**config.mk**
```make
export PLATFORM = sky130hd
export DESIGN_NAME = ifmap_row_packer_flat
export DESIGN_NICKNAME = d
export VERILOG_FILES = /design/src/rtl/ifmap_row_packer_pkg.sv /design/src/rtl/ifmap_row_packer_if.sv /design/src/rtl/ifmap_row_packer_skid_fifo.sv /design/src/rtl/ifmap_row_packer.sv /design/src/flat_wrapper.sv
export SDC_FILE = /design/constraint.sdc
export NUM_CORES = 1
export LEC_CHECK = 0
export ABC_CLOCK_PERIOD_IN_PS = 3100
export BUFFER_PORTS_ARGS = -buffer_cell sky130_fd_sc_hd__buf_2
export CAP_MARGIN = 20
export CORE_ASPECT_RATIO = 0.6
export CORE_MARGIN = 2
export CORE_UTILIZATION = 40
export CTS_CLUSTER_SIZE = 40
export DETAILED_ROUTE_END_ITERATION = 7
export PLACE_DENSITY = 0.65
export SYNTH_ARGS = -nofsm -noshare
export SYNTH_HDL_FRONTEND = slang
export SYNTH_SLANG_ARGS = --single-unit
```
**constraint.sdc**
```tcl
create_clock -name clk -period 3.1 [get_ports clk]
set_input_delay 0.31 -clock clk [delete_from_list [all_inputs] [get_ports clk]]
set_output_delay 0.31 -clock clk [all_outputs]
set_load 0.01 [all_outputs]
```
**src/rtl/ifmap_row_packer_pkg.sv**
```systemverilog
// ifmap_row_packer_pkg
//   Shared definitions for the ifmap row packer and its skid FIFO.
//   Contents: default widths, the FSM state type, tag bit positions and
//   the buffer entry width for the default data width.
package ifmap_row_packer_pkg;

    localparam int unsigned DEF_DATA_WIDTH = 16;
    localparam int unsigned DEF_ADDR_WIDTH = 10;
    localparam int unsigned DEF_LEN_WIDTH  = 6;

    // Each buffer entry is {start_signal, end_signal, data}.
    localparam int unsigned TAG_WIDTH   = 2;
    localparam int unsigned ENTRY_WIDTH = DEF_DATA_WIDTH + TAG_WIDTH;
    localparam int unsigned START_BIT   = DEF_DATA_WIDTH + 1;
    localparam int unsigned END_BIT     = DEF_DATA_WIDTH;

    localparam int unsigned SKID_DEPTH  = 2;

    typedef enum logic [1:0] {
        ST_IDLE  = 2'd0,
        ST_RUN   = 2'd1,
        ST_DRAIN = 2'd2,
        ST_DONE  = 2'd3
    } state_e;

endpackage

```
**src/rtl/ifmap_row_packer_if.sv**
```systemverilog
// ifmap_row_packer_if
//   Bus bundle between the packer, the ifmap SRAM read port and the ifmap
//   circular buffer write port.
//   master (packer): drives sram_rd_en, sram_addr, buf_wr_en, buf_wdata;
//                    receives sram_rdata, buf_full.
//   slave  (memory side): the reverse.
interface ifmap_row_packer_if
    import ifmap_row_packer_pkg::*;
#(
    parameter int unsigned DATA_WIDTH = DEF_DATA_WIDTH,
    parameter int unsigned ADDR_WIDTH = DEF_ADDR_WIDTH
);

    logic                            sram_rd_en;
    logic [ADDR_WIDTH-1:0]           sram_addr;
    logic [DATA_WIDTH-1:0]           sram_rdata;
    logic                            buf_full;
    logic                            buf_wr_en;
    logic [DATA_WIDTH+TAG_WIDTH-1:0] buf_wdata;

    modport master (
        output sram_rd_en, sram_addr, buf_wr_en, buf_wdata,
        input  sram_rdata, buf_full
    );

    modport slave (
        input  sram_rd_en, sram_addr, buf_wr_en, buf_wdata,
        output sram_rdata, buf_full
    );

endinterface

```
**src/rtl/ifmap_row_packer_skid_fifo.sv**
```systemverilog
// packer_skid_fifo
//   Two-entry FIFO that absorbs SRAM read data still in flight when the
//   downstream buffer stalls. Push and pop in the same cycle both take effect.
//   Ports: clk, rst (async, active-high), push/din, pop, dout (head entry,
//   straight from a register), count (0..2), empty, full.
//   Push while full without a pop, or pop while empty, is ignored.
module packer_skid_fifo
    import ifmap_row_packer_pkg::*;
#(
    parameter int unsigned WIDTH = ENTRY_WIDTH
) (
    input  logic             clk,
    input  logic             rst,
    input  logic             push,
    input  logic [WIDTH-1:0] din,
    input  logic             pop,
    output logic [WIDTH-1:0] dout,
    output logic [1:0]       count,
    output logic             empty,
    output logic             full
);

    logic [WIDTH-1:0] head_q, head_d;
    logic [WIDTH-1:0] tail_q, tail_d;
    logic [1:0]       count_q, count_d;
    logic             do_push, do_pop;

    always_comb begin
        head_d  = head_q;
        tail_d  = tail_q;
        count_d = count_q;
        do_pop  = pop && (count_q != 2'd0);
        do_push = push && ((count_q != 2'd2) || do_pop);
        case ({do_push, do_pop})
            2'b10: begin
                if (count_q == 2'd0) head_d = din;
                else                 tail_d = din;
                count_d = count_q + 2'd1;
            end
            2'b01: begin
                head_d  = tail_q;
                count_d = count_q - 2'd1;
            end
            2'b11: begin
                // Occupancy unchanged; with one entry the new data becomes head.
                if (count_q == 2'd1) begin
                    head_d = din;
                end else begin
                    head_d = tail_q;
                    tail_d = din;
                end
            end
            default: ;
        endcase
    end

    always_ff @(posedge clk or posedge rst) begin
        if (rst) begin
            head_q  <= '0;
            tail_q  <= '0;
            count_q <= '0;
        end else begin
            head_q  <= head_d;
            tail_q  <= tail_d;
            count_q <= count_d;
        end
    end

    assign dout  = head_q;
    assign count = count_q;
    assign empty = (count_q == 2'd0);
    assign full  = (count_q == 2'd2);

endmodule

```
**src/rtl/ifmap_row_packer.sv**
```systemverilog
// ifmap_row_packer
//   Reads num_rows x row_len words from the ifmap SRAM (1-cycle read latency),
//   tags each with {start, end} of row and writes them into the ifmap circular
//   buffer, throttled by buf_full. One start pulse runs a whole tile.
//   Ports: clk, rst (async, active-high), start (sampled in IDLE only),
//   base_addr/row_pitch/row_len/num_rows (latched on start; 0 lengths act as 1),
//   busy (start accepted until back in IDLE), done (1-cycle pulse after the
//   final buffer write), bus (master side: SRAM read port + buffer write port).
module ifmap_row_packer
    import ifmap_row_packer_pkg::*;
#(
    parameter int unsigned DATA_WIDTH = DEF_DATA_WIDTH,
    parameter int unsigned ADDR_WIDTH = DEF_ADDR_WIDTH,
    parameter int unsigned LEN_WIDTH  = DEF_LEN_WIDTH
) (
    input  logic                  clk,
    input  logic                  rst,
    input  logic                  start,
    input  logic [ADDR_WIDTH-1:0] base_addr,
    input  logic [ADDR_WIDTH-1:0] row_pitch,
    input  logic [LEN_WIDTH-1:0]  row_len,
    input  logic [LEN_WIDTH-1:0]  num_rows,
    output logic                  busy,
    output logic                  done,
    ifmap_row_packer_if.master    bus
);

    localparam int unsigned EW = DATA_WIDTH + TAG_WIDTH;

    state_e                state_q, state_d;
    logic [ADDR_WIDTH-1:0] row_base_q, row_base_d;
    logic [ADDR_WIDTH-1:0] pitch_q, pitch_d;
    logic [LEN_WIDTH-1:0]  len_last_q, len_last_d;
    logic [LEN_WIDTH-1:0]  rows_last_q, rows_last_d;
    logic [LEN_WIDTH-1:0]  col_q, col_d;
    logic [LEN_WIDTH-1:0]  row_q, row_d;
    logic                  inflight_q, inflight_d;
    logic [1:0]            tag_q, tag_d;

    logic                  rd_en;
    logic                  pop;
    logic                  col_last, row_last;
    logic [1:0]            occupancy;
    logic [1:0]            fifo_count;
    logic                  fifo_empty;
    logic                  fifo_full;
    logic [EW-1:0]         fifo_head;

    packer_skid_fifo #(
        .WIDTH (EW)
    ) u_skid (
        .clk   (clk),
        .rst   (rst),
        .push  (inflight_q),
        .din   ({tag_q, bus.sram_rdata}),
        .pop   (pop),
        .dout  (fifo_head),
        .count (fifo_count),
        .empty (fifo_empty),
        .full  (fifo_full)
    );

    assign pop      = !fifo_empty && !bus.buf_full;
    assign col_last = (col_q == len_last_q);
    assign row_last = (row_q == rows_last_q);

    // Slots that will be committed once this cycle's pop retires. Crediting the
    // pop keeps one read per cycle flowing while the buffer accepts, yet FIFO
    // plus in-flight data can never exceed the two skid slots.
    assign occupancy = fifo_count + {1'b0, inflight_q} - {1'b0, pop};

    always_comb begin
        state_d     = state_q;
        row_base_d  = row_base_q;
        pitch_d     = pitch_q;
        len_last_d  = len_last_q;
        rows_last_d = rows_last_q;
        col_d       = col_q;
        row_d       = row_q;
        inflight_d  = 1'b0;
        tag_d       = tag_q;
        rd_en       = 1'b0;

        case (state_q)
            ST_IDLE: begin
                if (start) begin
                    row_base_d  = base_addr;
                    pitch_d     = row_pitch;
                    len_last_d  = (row_len == '0)  ? '0 : row_len  - LEN_WIDTH'(1);
                    rows_last_d = (num_rows == '0) ? '0 : num_rows - LEN_WIDTH'(1);
                    col_d       = '0;
                    row_d       = '0;
                    state_d     = ST_RUN;
                end
            end
            ST_RUN: begin
                if (occupancy < 2'd2) begin
                    rd_en      = 1'b1;
                    inflight_d = 1'b1;
                    tag_d      = {(col_q == '0), col_last};
                    if (col_last) begin
                        col_d = '0;
                        if (row_last) begin
                            state_d = ST_DRAIN;
                        end else begin
                            row_d      = row_q + LEN_WIDTH'(1);
                            row_base_d = row_base_q + pitch_q;
                        end
                    end else begin
                        col_d = col_q + LEN_WIDTH'(1);
                    end
                end
            end
            ST_DRAIN: begin
                // Last read has returned and the last entry leaves this cycle.
                if (!inflight_q && (fifo_empty || (fifo_count == 2'd1 && pop))) begin
                    state_d = ST_DONE;
                end
            end
            ST_DONE: begin
                state_d = ST_IDLE;
            end
            default: begin
                state_d = ST_IDLE;
            end
        endcase
    end

    always_ff @(posedge clk or posedge rst) begin
        if (rst) begin
            state_q     <= ST_IDLE;
            row_base_q  <= '0;
            pitch_q     <= '0;
            len_last_q  <= '0;
            rows_last_q <= '0;
            col_q       <= '0;
            row_q       <= '0;
            inflight_q  <= 1'b0;
            tag_q       <= '0;
        end else begin
            state_q     <= state_d;
            row_base_q  <= row_base_d;
            pitch_q     <= pitch_d;
            len_last_q  <= len_last_d;
            rows_last_q <= rows_last_d;
            col_q       <= col_d;
            row_q       <= row_d;
            inflight_q  <= inflight_d;
            tag_q       <= tag_d;
        end
    end

    // Address wraps modulo 2^ADDR_WIDTH by truncation of the sum.
    assign bus.sram_rd_en = rd_en;
    assign bus.sram_addr  = rd_en ? (row_base_q + ADDR_WIDTH'(col_q)) : '0;
    assign bus.buf_wr_en  = pop;
    assign bus.buf_wdata  = fifo_head;
    assign busy           = (state_q != ST_IDLE);
    assign done           = (state_q == ST_DONE);

endmodule

```
**src/flat_wrapper.sv**
```systemverilog
// flat-port wrapper written by rule: the top's interface ports become plain ports
module ifmap_row_packer_flat import ifmap_row_packer_pkg::*;
#(
    parameter int unsigned DATA_WIDTH = DEF_DATA_WIDTH,
    parameter int unsigned ADDR_WIDTH = DEF_ADDR_WIDTH,
    parameter int unsigned LEN_WIDTH  = DEF_LEN_WIDTH
)
  (clk, rst, start, base_addr, row_pitch, row_len, num_rows, busy, done, bus_sram_rd_en, bus_sram_addr, bus_buf_wr_en, bus_buf_wdata, bus_sram_rdata, bus_buf_full);
  ifmap_row_packer_if #(.DATA_WIDTH(DATA_WIDTH), .ADDR_WIDTH(ADDR_WIDTH)) bus_i ();
  input  logic clk;
  input  logic rst;
  input  logic start;
  input  logic [ADDR_WIDTH-1:0] base_addr;
  input  logic [ADDR_WIDTH-1:0] row_pitch;
  input  logic [LEN_WIDTH-1:0] row_len;
  input  logic [LEN_WIDTH-1:0] num_rows;
  output logic busy;
  output logic done;
  output wire logic [$bits(bus_i.sram_rd_en)-1:0] bus_sram_rd_en;
  output wire logic [$bits(bus_i.sram_addr)-1:0] bus_sram_addr;
  output wire logic [$bits(bus_i.buf_wr_en)-1:0] bus_buf_wr_en;
  output wire logic [$bits(bus_i.buf_wdata)-1:0] bus_buf_wdata;
  input wire logic [$bits(bus_i.sram_rdata)-1:0] bus_sram_rdata;
  input wire logic [$bits(bus_i.buf_full)-1:0] bus_buf_full;
  assign bus_sram_rd_en = bus_i.sram_rd_en;
  assign bus_sram_addr = bus_i.sram_addr;
  assign bus_buf_wr_en = bus_i.buf_wr_en;
  assign bus_buf_wdata = bus_i.buf_wdata;
  assign bus_i.sram_rdata = bus_sram_rdata;
  assign bus_i.buf_full = bus_buf_full;
  ifmap_row_packer #(.DATA_WIDTH(DATA_WIDTH), .ADDR_WIDTH(ADDR_WIDTH), .LEN_WIDTH(LEN_WIDTH)) u_core (.clk(clk), .rst(rst), .start(start), .base_addr(base_addr), .row_pitch(row_pitch), .row_len(row_len), .num_rows(num_rows), .busy(busy), .done(done), .bus(bus_i));
endmodule
```
==> tab_implementation.tex <==
\begin{tabular}{lr}
\hline
Metric & Value \\
\hline
\multicolumn{2}{l}{\textbf{Route}} \\
Total routed wirelength & between 10000 and 15000 um \\
DRC & 0 \\
Drt first-iter violations & around 260 \\
Post-detailed-route count of antenna-violating nets & 0 \\
Router iterations before antenna repair & 4 \\
Via Count & roughly 4000 \\
Via density per instance & 5.30 \\
Drt wl/cell & 15.9 um \\
\multicolumn{2}{l}{\textbf{Floorplan}} \\
I/O pin cnt & 84 \\
Starting density of the core & roughly 41\% \\
Die area & $\sim$13000 um\^{}2 \\
Number of rows in the core area & 31 \\
Chip Height & around 90 um \\
Total core area & $\sim$12000 um\^{}2 \\
Chip width & 147 um \\
\multicolumn{2}{l}{\textbf{Worst setup path}} \\
Largest stage delay on the critical path & $\sim$0.41 ns \\
Cells along the critical path & ha\_2 > inv\_1 > fa\_1 > nor2b\_2 > o21ai\_1 > a21boi\_1 > o21ai\_2 > a2111o\_1 > o21ai\_0 > buf\_2 \\
End of the worst register-to-register path & u\_core.row\_base\_q[4] \\
Critical path's slowest cell & a2111o\_1 \\
Category of the critical setup timing path & reg2out \\
Worst setup EP type & output port \\
Worst Setup Start Kind & flop \\
Largest driver fanout on the critical path & 5 \\
Worst EP arrival & 2.64 ns \\
Reg2reg start & u\_core.u\_skid.count[1] \\
Req. time, crit path & around 2.8 ns \\
Worst setup slack for register-to-register paths & around 0.4 ns \\
Worst R2R Path Depth & 10 \\
\multicolumn{2}{l}{\textbf{Synth}} \\
Number of standard cells after synthesis & between 500 and 600 \\
Distinct cell type count after synthesis & 50 \\
Register bit total from synthesis & 87 \\
Sequential element share of the synthesized area & 44.5\% \\
Post-synthesis compound-gate area fraction & approximately 15\% \\
Post-synth net total & between 500 and 600 \\
Post-synth EDFFs & 0 \\
Dominant combinational cell family by area after synthesis & simple AND/OR/NAND/NOR gates \\
Share of synthesized cell area in full adder, half adder and majority cells & approximately 8.5\% \\
Post-synthesis cell area & approximately 5000 um\^{}2 \\
Basic-gate share of the synthesized area counting and, or, nand and nor cells & between 15 and 20\% \\
Warnings, synthesis & 0 \\
Per-instance average area after synthesis & 9.76 um\^{}2 \\
Async SR Flop Fraction & between 90\% and 100\% \\
Leading register cell type out of synthesis & dfrtp\_1 \\
Share of the synthesized netlist area taken by xor and xnor gates & under 10\% \\
Proportion of synthesized area in mux cells & under 10\% \\
\multicolumn{2}{l}{\textbf{Clocking}} \\
CTS sink cnt & between 80 and 90 \\
Num CTS Buffers & 9 \\
Total number of H-tree levels & 3 \\
CTS hold repair buffers & 0 \\
TritonCTS clock tree & built \\
Clock edge transition at the registers on the reported setup and hold paths & roughly 0.070 ns \\
Buffer type at the clock tree root & clkbuf\_16 \\
Skew-Pair Late Insertion Delay & 0.34 ns \\
Buffers from clock root to sink, at most & 2 \\
\multicolumn{2}{l}{\textbf{Layout}} \\
Area used by sequential logic in the layout & 2180 um\^{}2 \\
Finished Cell Area & 5900 um\^{}2 \\
Leading cell types in the layout, fill and taps excluded & dfrtp\_1, buf\_2, nand2\_1 \\
Number of fill cells & about 1100 \\
Fraction of final layout cells with drive strength greater than 1 & roughly 27\% \\
Most common cell after layout, fill and taps aside & dfrtp\_1 \\
Total area of multi-input combinational cells & between 2000 and 3000 um\^{}2 \\
Area Growth Syn to Fin & 20.7\% \\
Final Net Count & slightly below 700 \\
Number of antenna repair diodes & 0 \\
\multicolumn{2}{l}{\textbf{Place}} \\
Final weighted congestion in routability-driven placement & about 0.84 \\
Standard cell area after detailed placement & around 5500 um\^{}2 \\
DP Wirelength & $\sim$9100 um \\
Number of buffers inserted by port buffering & between 80 and 90 \\
\multicolumn{2}{l}{\textbf{STA}} \\
Fin. max-slew vios & 0 \\
Final setup violation count & 0 \\
Endpoints failing hold & 0 \\
Final clock period utilization by the worst path & 95.1\% \\
Unrepaired setup endpoints after global routing & false \\
Worst relative slew slack & a little under half \\
Peak clock frequency supported by timing & 339 MHz \\
Skew final & between 0.01 and 0.015 ns \\
Final critical-path required period & roughly 2.9 ns \\
Fin Setup TNS & 0 ns \\
Least-Margin Pin Slew & 0.795 ns \\
\multicolumn{2}{l}{\textbf{Global routing}} \\
Total grt overflow & 0 \\
Largest net degree at the start of global routing & 45 \\
Initial antenna violation count & 0 \\
Overall track demand over capacity in global routing & 18.7\% \\
First-pass GRT wire length & about 19000 um \\
Number of global-route vias before repair & roughly 3800 \\
\multicolumn{2}{l}{\textbf{Pwr}} \\
Areal power density over the cells & between 1000 and 1500 nW/um\^{}2 \\
Leak pwr & $\sim$0.0028 uW \\
Worst VDD drop & roughly 0.38 mV \\
\multicolumn{2}{l}{\textbf{Flow run}} \\
Number of max-cap violations & 0 \\
\multicolumn{2}{l}{\textbf{Status}} \\
Run status & completed \\
\multicolumn{2}{l}{\textbf{Worst hold path}} \\
Worst min path class & in2async \\
\hline
\end{tabular}
[final cells by class]
cell class                 count  area share, %
clock inverter                 2          0.636
sequential                    87           36.9
multi-input combinational    373           43.7
timing repair buffer          97           9.03
tap                          165           3.50
clock buffer                  14           4.64
inverter                      24           1.55
[cells by family (layout without fill, tap and decap cells)]
| group | Yosys count | in the layout |
|---|---|---|
| AO/OA/AOI/OAI | 117 | 117 |
| XOR/XNOR | 32 | 32 |
| adder cells (fa/ha/maj) | 32 | 32 |
| buffers and inverters | 41 | 137 |
| flip-flops | 87 | 87 |
| multiplexers | 33 | 33 |
| AND/OR/NAND/NOR | 159 | 159 |
[where the power goes]
group,total (uW),leakage (uW),internal [uW],switching (uW)
Clock,1140,0.000149,692,445
Sequential,2100,0.00106,1660,432
Combinational,3240,0.00157,1440,1800
Total,6470,0.00278,3790,2680
[what timing repair did]
item	CTS	global route
pin swaps	0	1
resized for setup	6	9
buffers inserted	0	3
endpoints found under the setup margin	3	2
[synthesized netlist by cell type, drive strengths merged (3+ instances only)]
library cell / n / area share [%]
nor3b: 3 / 0.46
ha: 30 / 7.7
inv: 24 / 1.8
a21o: 5 / 0.77
nand2: 81 / 6.2
and3: 5 / 0.64
dfrtp: 87 / 45
a22oi: 21 / 3.2
xnor2: 18 / 3.4
o31ai: 5 / 1.0
clkbuf: 12 / 0.92
o22ai: 4 / 0.51
nand2b: 6 / 0.77
buf: 5 / 0.69
mux2: 30 / 6.9
or3: 4 / 0.51
a21oi: 23 / 2.4
nor2b: 7 / 0.90
nand4: 3 / 0.38
mux2i: 3 / 0.61
nor2: 20 / 1.5
or2: 3 / 0.38
nand3: 11 / 1.4
o21ai: 42 / 4.3
nor3: 10 / 1.0
xor2: 14 / 2.5
[layer usage]
layer	vias to the layer above	share of wire [%]	track usage, %
li1	1932	-	-
met1	1974	48	26.6
met2	124	46	29.8
met3	10	5.7	3.84
met4	0	0.63	4.50
met5	-	0	0
[how the worst max path moves through the flow]
stage / from / endpoint / depth (start not counted)
final: u_core.col_q[0] / bus_sram_addr[8] / 10
after global routing: u_core.row_base_q[1] / bus_sram_addr[9] / 9
after CTS: u_core.col_q[0] / bus_sram_addr[8] / 10
after detailed placement: u_core.u_skid.count[1] / bus_sram_addr[8] / 10
after global placement: u_core.u_skid.count[1] / bus_sram_addr[8] / 10
after floorplan: u_core.u_skid.count[1] / u_core.row_base_q[2] / 13
[per-stage QoR]
step           hold WS (ns)  instances  utilization, %  power, uW  worst slack [ns]
2_1_floorplan         0.418        501               -       4310             0.385
3_3_place_gp          0.468        743            46.2       5110             0.310
3_5_place_dp          0.479        743            46.2       5250             0.141
4_1_cts               0.124        759            48.9       6430           0.00601
5_1_grt               0.167        762            49.3       6980            0.0109
6_report             0.0943        762            49.3       6470             0.150
[sequential cells by signal, summed over array words and instances (netlist names)]
register / count
u_core.inflight_q: 1
u_core.row_q: 6
u_core.col_q: 6
u_core.u_skid.count: 2
u_core.row_base_q: 10
u_core.tag_q: 2
u_core.u_skid.tail_q: 18
u_core.state_q: 2
u_core.u_skid.dout: 18
u_core.pitch_q: 10
u_core.len_last_q: 6
u_core.rows_last_q: 6
[worst max-delay path, delay by kind of cell (launching register included)]
kind / cells / cell delay, ns
AOI/OAI and AO/OA: 5 / 0.93
adders and majority gates: 2 / 0.58
buffers and inverters: 2 / 0.22
DFF: 1 / 0.40
and+or+nand+nor: 1 / 0.15
No activity file was read; power rests on OpenSTA's default activity.
